--- config.mk ---
export PLATFORM = sky130hd
export DESIGN_NAME = timer_irq_ctrl
export DESIGN_NICKNAME = d
export VERILOG_FILES = /design/src/rtl/timer_pkg.sv /design/src/rtl/timer_cmp_unit.sv /design/src/rtl/timer_irq_ctrl.sv
export SDC_FILE = /design/constraint.sdc
export NUM_CORES = 1
export LEC_CHECK = 0
export CAP_MARGIN = 0
export CORE_MARGIN = 5
export CORE_UTILIZATION = 50
export CTS_BUF_LIST = sky130_fd_sc_hd__clkbuf_4 sky130_fd_sc_hd__clkbuf_8
export CTS_CLUSTER_DIAMETER = 50
export DETAILED_ROUTE_END_ITERATION = 10
export GPL_TIMING_DRIVEN = 0
export HOLD_SLACK_MARGIN = 0.06
export PLACE_DENSITY_LB_ADDON = 0.15
export SETUP_SLACK_MARGIN = 0.1
export SYNTH_ARGS = -nofsm -noshare
export SYNTH_HDL_FRONTEND = slang
export SYNTH_HIERARCHICAL = 1
export SYNTH_SLANG_ARGS = --single-unit
--- constraint.sdc ---
create_clock -name clk_in -period 2.9 [get_ports clk_in]
set_input_delay 0.87 -clock clk_in [delete_from_list [all_inputs] [get_ports clk_in]]
set_output_delay 0.87 -clock clk_in [all_outputs]
set_load 0.05 [all_outputs]
--- src/rtl/timer_pkg.sv ---
// Shared definitions for the timer compare/interrupt stage: register map,
// CTRL/STATUS bit positions, FSM state encodings and small helpers.
package timer_pkg;

  localparam int unsigned DATA_W = 32;

  localparam logic [31:0] OFF_CMP    = 32'h0000_0000;
  localparam logic [31:0] OFF_CTRL   = 32'h0000_0004;
  localparam logic [31:0] OFF_STATUS = 32'h0000_0008;
  localparam logic [31:0] OFF_PERIOD = 32'h0000_000C;
  localparam logic [31:0] OFF_TIME   = 32'h0000_0010;

  localparam int unsigned CTRL_EN_BIT       = 0;
  localparam int unsigned CTRL_PERIODIC_BIT = 1;
  localparam int unsigned CTRL_IE_BIT       = 2;
  localparam int unsigned STATUS_PEND_BIT   = 0;

  localparam logic [1:0] ST_IDLE  = 2'd0;
  localparam logic [1:0] ST_ARMED = 2'd1;
  localparam logic [1:0] ST_FIRE  = 2'd2;

  // Wrap-aware "now has reached target": the modular distance lies in the lower half-range.
  function automatic logic wrap_reached(input logic [DATA_W-1:0] now,
                                        input logic [DATA_W-1:0] target);
    logic [DATA_W-1:0] diff;
    diff = now - target;
    return ~diff[DATA_W-1];
  endfunction

  function automatic logic [DATA_W-1:0] ctrl_word(input logic en,
                                                   input logic periodic,
                                                   input logic ie);
    logic [DATA_W-1:0] word;
    word                    = {DATA_W{1'b0}};
    word[CTRL_EN_BIT]       = en;
    word[CTRL_PERIODIC_BIT] = periodic;
    word[CTRL_IE_BIT]       = ie;
    return word;
  endfunction

  function automatic logic [DATA_W-1:0] status_word(input logic pend);
    logic [DATA_W-1:0] word;
    word                  = {DATA_W{1'b0}};
    word[STATUS_PEND_BIT] = pend;
    return word;
  endfunction

endpackage

--- src/rtl/timer_cmp_unit.sv ---
// Combinational compare/reload datapath: wrap-aware match of the tick count
// against CMP and the next periodic compare value.
module timer_cmp_unit
  import timer_pkg::*;
(
  input  logic [DATA_W-1:0] i_time,
  input  logic [DATA_W-1:0] i_cmp,
  input  logic [DATA_W-1:0] i_period,
  output logic              o_hit,
  output logic              o_period_nz,
  output logic [DATA_W-1:0] o_reload
);

  assign o_hit       = wrap_reached(i_time, i_cmp);
  assign o_reload    = i_cmp + i_period;
  assign o_period_nz = (i_period != {DATA_W{1'b0}});

endmodule

--- src/rtl/timer_irq_ctrl.sv ---
// Compare/interrupt stage behind the ms timer: bus-mapped CMP/CTRL/STATUS/PERIOD
// registers, one-shot or auto-reload match FSM and a sticky, maskable interrupt.
module timer_irq_ctrl
  import timer_pkg::*;
#(
  parameter int unsigned       ADDR_W     = 5,
  parameter logic [DATA_W-1:0] CMP_RST    = 32'hFFFF_FFFF,
  parameter logic [DATA_W-1:0] PERIOD_RST = 32'd1000
) (
  input  logic              clk_in,
  input  logic              reset_n_in,
  input  logic              req_in,
  input  logic              we_in,
  input  logic [ADDR_W-1:0] addr_in,
  input  logic [DATA_W-1:0] wdata_in,
  output logic [DATA_W-1:0] rdata_out,
  output logic              rvalid_out,
  input  logic [DATA_W-1:0] time_in,
  output logic              irq_out
);

  localparam logic [ADDR_W-1:0] ADDR_MASK = {{(ADDR_W-2){1'b1}}, 2'b00};
  localparam logic [ADDR_W-1:0] A_CMP     = OFF_CMP[ADDR_W-1:0];
  localparam logic [ADDR_W-1:0] A_CTRL    = OFF_CTRL[ADDR_W-1:0];
  localparam logic [ADDR_W-1:0] A_STATUS  = OFF_STATUS[ADDR_W-1:0];
  localparam logic [ADDR_W-1:0] A_PERIOD  = OFF_PERIOD[ADDR_W-1:0];
  localparam logic [ADDR_W-1:0] A_TIME    = OFF_TIME[ADDR_W-1:0];

  logic [DATA_W-1:0] r_cmp;
  logic [DATA_W-1:0] r_period;
  logic              r_en;
  logic              r_periodic;
  logic              r_ie;
  logic              r_pend;
  logic [1:0]        r_state;
  logic              r_irq;
  logic [DATA_W-1:0] r_rdata;
  logic              r_rvalid;

  logic [ADDR_W-1:0] w_addr;
  logic              w_rd;
  logic              w_wr_cmp;
  logic              w_wr_ctrl;
  logic              w_wr_status;
  logic              w_wr_period;
  logic [DATA_W-1:0] w_rdata_nxt;
  logic              w_hit;
  logic              w_period_nz;
  logic [DATA_W-1:0] w_reload;
  logic              w_fire;
  logic              w_auto_reload;
  logic [1:0]        w_state_nxt;

  assign w_addr = addr_in & ADDR_MASK;
  assign w_rd   = req_in & ~we_in;

  timer_cmp_unit u_cmp (
    .i_time      (time_in),
    .i_cmp       (r_cmp),
    .i_period    (r_period),
    .o_hit       (w_hit),
    .o_period_nz (w_period_nz),
    .o_reload    (w_reload)
  );

  // Write strobe decode; unmapped offsets produce no strobe.
  always_comb begin
    w_wr_cmp    = 1'b0;
    w_wr_ctrl   = 1'b0;
    w_wr_status = 1'b0;
    w_wr_period = 1'b0;
    if (req_in && we_in) begin
      case (w_addr)
        A_CMP:    w_wr_cmp    = 1'b1;
        A_CTRL:   w_wr_ctrl   = 1'b1;
        A_STATUS: w_wr_status = 1'b1;
        A_PERIOD: w_wr_period = 1'b1;
        default:  w_wr_cmp    = 1'b0;
      endcase
    end else begin
      w_wr_cmp = 1'b0;
    end
  end

  // Read data mux; unmapped offsets read as zero.
  always_comb begin
    w_rdata_nxt = {DATA_W{1'b0}};
    case (w_addr)
      A_CMP:    w_rdata_nxt = r_cmp;
      A_CTRL:   w_rdata_nxt = ctrl_word(r_en, r_periodic, r_ie);
      A_STATUS: w_rdata_nxt = status_word(r_pend);
      A_PERIOD: w_rdata_nxt = r_period;
      A_TIME:   w_rdata_nxt = time_in;
      default:  w_rdata_nxt = {DATA_W{1'b0}};
    endcase
  end

  // Next-state logic; FIRE lasts exactly one cycle.
  always_comb begin
    w_state_nxt = r_state;
    w_fire      = 1'b0;
    case (r_state)
      ST_IDLE: begin
        if (r_en) begin
          w_state_nxt = ST_ARMED;
        end else begin
          w_state_nxt = ST_IDLE;
        end
      end
      ST_ARMED: begin
        if (!r_en) begin
          w_state_nxt = ST_IDLE;
        end else if (w_hit) begin
          w_state_nxt = ST_FIRE;
        end else begin
          w_state_nxt = ST_ARMED;
        end
      end
      ST_FIRE: begin
        w_fire = 1'b1;
        if (r_periodic && w_period_nz) begin
          w_state_nxt = ST_ARMED;
        end else begin
          w_state_nxt = ST_IDLE;
        end
      end
      default: begin
        w_state_nxt = ST_IDLE;
      end
    endcase
  end

  assign w_auto_reload = w_fire & r_periodic & w_period_nz;

  // FSM state register.
  always_ff @(posedge clk_in) begin
    if (!reset_n_in) begin
      r_state <= ST_IDLE;
    end else begin
      r_state <= w_state_nxt;
    end
  end

  // Register file: CPU writes win over auto-reload and the one-shot EN clear.
  always_ff @(posedge clk_in) begin
    if (!reset_n_in) begin
      r_cmp      <= CMP_RST;
      r_period   <= PERIOD_RST;
      r_en       <= 1'b0;
      r_periodic <= 1'b0;
      r_ie       <= 1'b0;
      r_pend     <= 1'b0;
    end else begin
      if (w_wr_cmp) begin
        r_cmp <= wdata_in;
      end else if (w_auto_reload) begin
        r_cmp <= w_reload;
      end

      if (w_wr_period) begin
        r_period <= wdata_in;
      end

      if (w_wr_ctrl) begin
        r_en       <= wdata_in[CTRL_EN_BIT];
        r_periodic <= wdata_in[CTRL_PERIODIC_BIT];
        r_ie       <= wdata_in[CTRL_IE_BIT];
      end else if (w_fire && !w_auto_reload) begin
        r_en <= 1'b0;
      end

      if (w_fire) begin
        r_pend <= 1'b1;
      end else if (w_wr_status && wdata_in[STATUS_PEND_BIT]) begin
        r_pend <= 1'b0;
      end
    end
  end

  // Interrupt and read-response output registers.
  always_ff @(posedge clk_in) begin
    if (!reset_n_in) begin
      r_irq    <= 1'b0;
      r_rvalid <= 1'b0;
      r_rdata  <= {DATA_W{1'b0}};
    end else begin
      r_irq    <= r_pend & r_ie;
      r_rvalid <= w_rd;
      if (w_rd) begin
        r_rdata <= w_rdata_nxt;
      end
    end
  end

  assign irq_out    = r_irq;
  assign rvalid_out = r_rvalid;
  assign rdata_out  = r_rdata;

endmodule
==> flow_summary_export.csv <==
group,metric,value,unit
status,run_status,"completed",
sta,min_period,2840,ps
sta,worst_slack,61.5,ps
floorplanning,fp.coreArea,14000,µm²
placement,place_area,8430,µm²
logic_synthesis,syn_area,7170,µm²
pwr,p_comb_share,23.3,%
finish,final_common_cell,"mux2i_1",
sta,final_hold_viol_count,0,
setup_path,crit_fanout,2,
logic_synthesis,syn-instance-count,776,
finish,area_delta_synth_final,28.0,%
floorplanning,initial_core_util,51.2,%
sta,report.final.slew_viol_count,0,
finish,drive_gt1_share,15.0,%
logic_synthesis,syn_nets,911,
finish,fillers,1167,
cts,tritoncts,"done",
global_route,grt.overflow.total,0,
logic_synthesis,ys.flop_type,"dfxtp_1",
finish,area.sequential,2100,µm²
hold_path,worstHoldStart,"r_state[0]",
global_route,antenna_found_initial,0,
hold_path,holdPathStages,2,
pwr,powerDensity,352,nW/µm²
hold_path,min_path_type,"flip-flop to flip-flop",
route,drtPass1Iterations,5,
global_route,grt_usage,25.2,%
floorplanning,fp.dieH,130,µm
global_route,grt_pass1_vias,6497,
finish,nets,1045,
cts,htree_num_levels,3,
run,max_cap_violations,0,
logic_synthesis,avgSynthCellArea,9.24,µm²
placement,post-place-ws,-787,ps
placement,gp_congestion,0.923,
setup_path,crit_type,"input pin to flip-flop",
pwr,sw_frac_of_total,28.4,%
setup_path,cp_top_family,"simple AND/OR/NAND/NOR gates",
pwr,ir_drop,0.210,mV
setup_path,rr_startpoint,"r_cmp[1]",
route,wl_per_cell,19.9,µm
placement,place_inst,1060,
sta,finClkSkew,12.9,ps
setup_path,critPathRequiredTime,3160,ps
floorplanning,placementRows,43,
cts,insertion_delay,390,ps
route,wirelength,21.8,mm
setup_path,r2r_end,"r_cmp[29]",
global_route,grt_pass1_wl,33.6,mm
logic_synthesis,ys.warnings.count,6,
setup_path,ff2ff_path_depth,12,
pwr,p_total,3.23,mW
setup_path,max_stage_delay,560,ps
sta,fmax,352,MHz
sta,slew-limit-headroom,50.6,%
global_route,grt_max_degree,16,
route,vias,6583,
logic_synthesis,yosysSeqAreaShare,29.0,%
setup_path,cp_slowest_cell,"clkdlybuf4s50_1",
route,drt-initial-drc-count,431,
finish,final_cell_area,9170,µm²
logic_synthesis,ys_ff_latch,104,
floorplanning,dieArea,16800,µm²
cts,numCtsBuffers,9,
sta,worst_pin_slew,741,ps
logic_synthesis,synth_edf_count,0,
route,ant_nets,0,
finish,stdcell_count,1093,
setup_path,cp.arrival,3100,ps
pwr,power_frac_clock,31.4,%
sta,rsz0062_at_grt,"true",
sta,setup_viol,0,
placement,port_buffers,104,
finish,final_cell_mix,"mux2i_1, dfxtp_1, clkdlybuf4s50_1",
hold_path,holdPathEnd,"r_state[1]",
pwr,switchingPower,0.918,mW
setup_path,crit_chain,"clkdlybuf4s50_1, ha_4, nand4_1, or2_4, o221ai_4, or4_1, o311ai_1, nand3b_1, nand2_1, nand2_1, a21boi_0",
cts,path_clk_slew,100,ps
setup_path,crit_top_cell,"nand2_1",
pwr,seqPwrFrac,45.4,%
floorplanning,die_w,130,µm
cts,cts_hold_buf,0,
cts,cts_max_path_buffers,2,
cts,cts_root_buffer,"clkbuf_8",
setup_path,cp-end-kind,"flip-flop",
logic_synthesis,synthArstFlopShare,0,%
cts,clock-sinks,104,
pwr,p_int,2.31,mW
setup_path,r2r_setup_slack,120,ps
setup_path,path_buf_inv,1,
finish,antennaDiodeCount,0,
finish,postLayoutCoreUtil,65.6,%
sta,fin_crit_sh,97.9,%
route,route.detailed.drc,0,
floorplanning,io_pins,107,
logic_synthesis,synth_cell_types,65,
pwr,p_leak,4.34,nW
finish,multiInputGateArea,5050,µm²
placement,dp_hpwl,16.0,mm
setup_path,start_kind,"input pin",
route,vias_per_cell,6.02,
metrics by stage:
| stage | hold WS (ps) | TNS [ps] |
|---|---|---|
| floorplan | 439 | 0 |
| global route | 494 | 0 |
| detailed placement | 460 | -3310 |
| CTS | 478 | 0 |
| global placement | 457 | -3040 |
| finish | 475 | 0 |
Yosys cell counts (4+ instances only):
| cell | count | area share, % |
|---|---|---|
| ha_1 | 61 | 11 |
| buf_2 | 19 | 1.3 |
| nor4_1 | 8 | 0.70 |
| a21oi_1 | 31 | 2.2 |
| dfxtp_1 | 104 | 29 |
| a2bb2oi_1 | 33 | 4.0 |
| xor2_1 | 13 | 1.6 |
| a31oi_1 | 4 | 0.35 |
| nand2b_1 | 5 | 0.44 |
| nand3_1 | 7 | 0.49 |
| o211ai_1 | 6 | 0.63 |
| a21o_1 | 33 | 3.5 |
| nand2_1 | 74 | 3.9 |
| nor2_1 | 18 | 0.94 |
| xnor2_1 | 16 | 2.0 |
| inv_1 | 40 | 2.1 |
| clkbuf_1 | 14 | 0.73 |
| a22o_1 | 32 | 3.9 |
| o21bai_1 | 7 | 0.73 |
| buf_6 | 5 | 0.79 |
| o2bb2ai_1 | 29 | 3.5 |
| mux2i_1 | 102 | 14 |
| and3_1 | 6 | 0.52 |
| o21ai_0 | 15 | 1.0 |
| nor2b_1 | 17 | 1.5 |
| nand4_1 | 12 | 1.0 |
| buf_4 | 5 | 0.52 |
routing by layer:
| layer | routed length (µm) | vias up | global-route usage [%] |
|---|---|---|---|
| li1 | - | 3147 | - |
| met1 | 9900 | 3207 | 33.7 |
| met3 | 1210 | 28 | 4.01 |
| met5 | 0 | - | 0 |
| met2 | 10200 | 201 | 41.3 |
| met4 | 444 | 0 | 8.99 |
tightest hold or removal path, delay by kind of cell (launching register included):
family / cells / cell delay (ps)
and+or+nand+nor: 2 / 110
DFF: 1 / 330
registers in the layout, summed over array words and instances, names as in the netlist:
signal and flops:
irq_out 1, r_cmp 32, r_en 1, r_ie 1
r_pend 1, r_period 32, r_periodic 1, r_state 2
rdata_out 32, rvalid_out 1
worst max-delay path by stage:
stage | from | to | slack [ps] | cells past startpoint
floorplan | time_in[12] | r_state[0] | 100 | 11
global placement | time_in[12] | r_state[0] | -800 | 12
detailed placement | time_in[12] | r_state[0] | -790 | 12
CTS | time_in[11] | r_state[0] | 100 | 12
global route | r_cmp[1] | r_cmp[29] | 6 | 12
finish | time_in[26] | r_state[0] | 60 | 11
cells by family after synthesis:
group | after synthesis | synth area share, %
compound gates | 222 | 24.3
xor+xnor | 29 | 3.54
fa+ha+maj | 62 | 10.9
buf+inv | 86 | 5.86
flops | 104 | 29.0
mux | 102 | 14.2
simple gates | 171 | 12.1
power by group through the flow:
stage | sequential (mW) | clock, mW | combinational (mW)
after floorplan | 1.53 | 0 | 0.389
after global placement | 1.50 | 0 | 0.662
after detailed placement | 1.50 | 0 | 0.671
after CTS | 1.47 | 1.03 | 0.710
after global routing | 1.47 | 1.08 | 0.801
final | 1.47 | 1.01 | 0.752
repair_timing:
action | in CTS | in global routing
resized for setup | 77 | 33
setup buffers | 8 | 11
setup endpoints to repair | 16 | 14
pin swaps | 48 | 30
gates cloned | 0 | 0
area by class of cell:
cell class	count	share of cell area, %
clock inverters	3	0.737
well taps	180	2.46
multi-input cells	586	55.0
plain buffers	46	2.95
repair buffers	123	12.7
inverters	40	1.64
flip-flops and latches	104	22.9
clock buffers	11	1.58
Power figures use the tool's default switching activity.
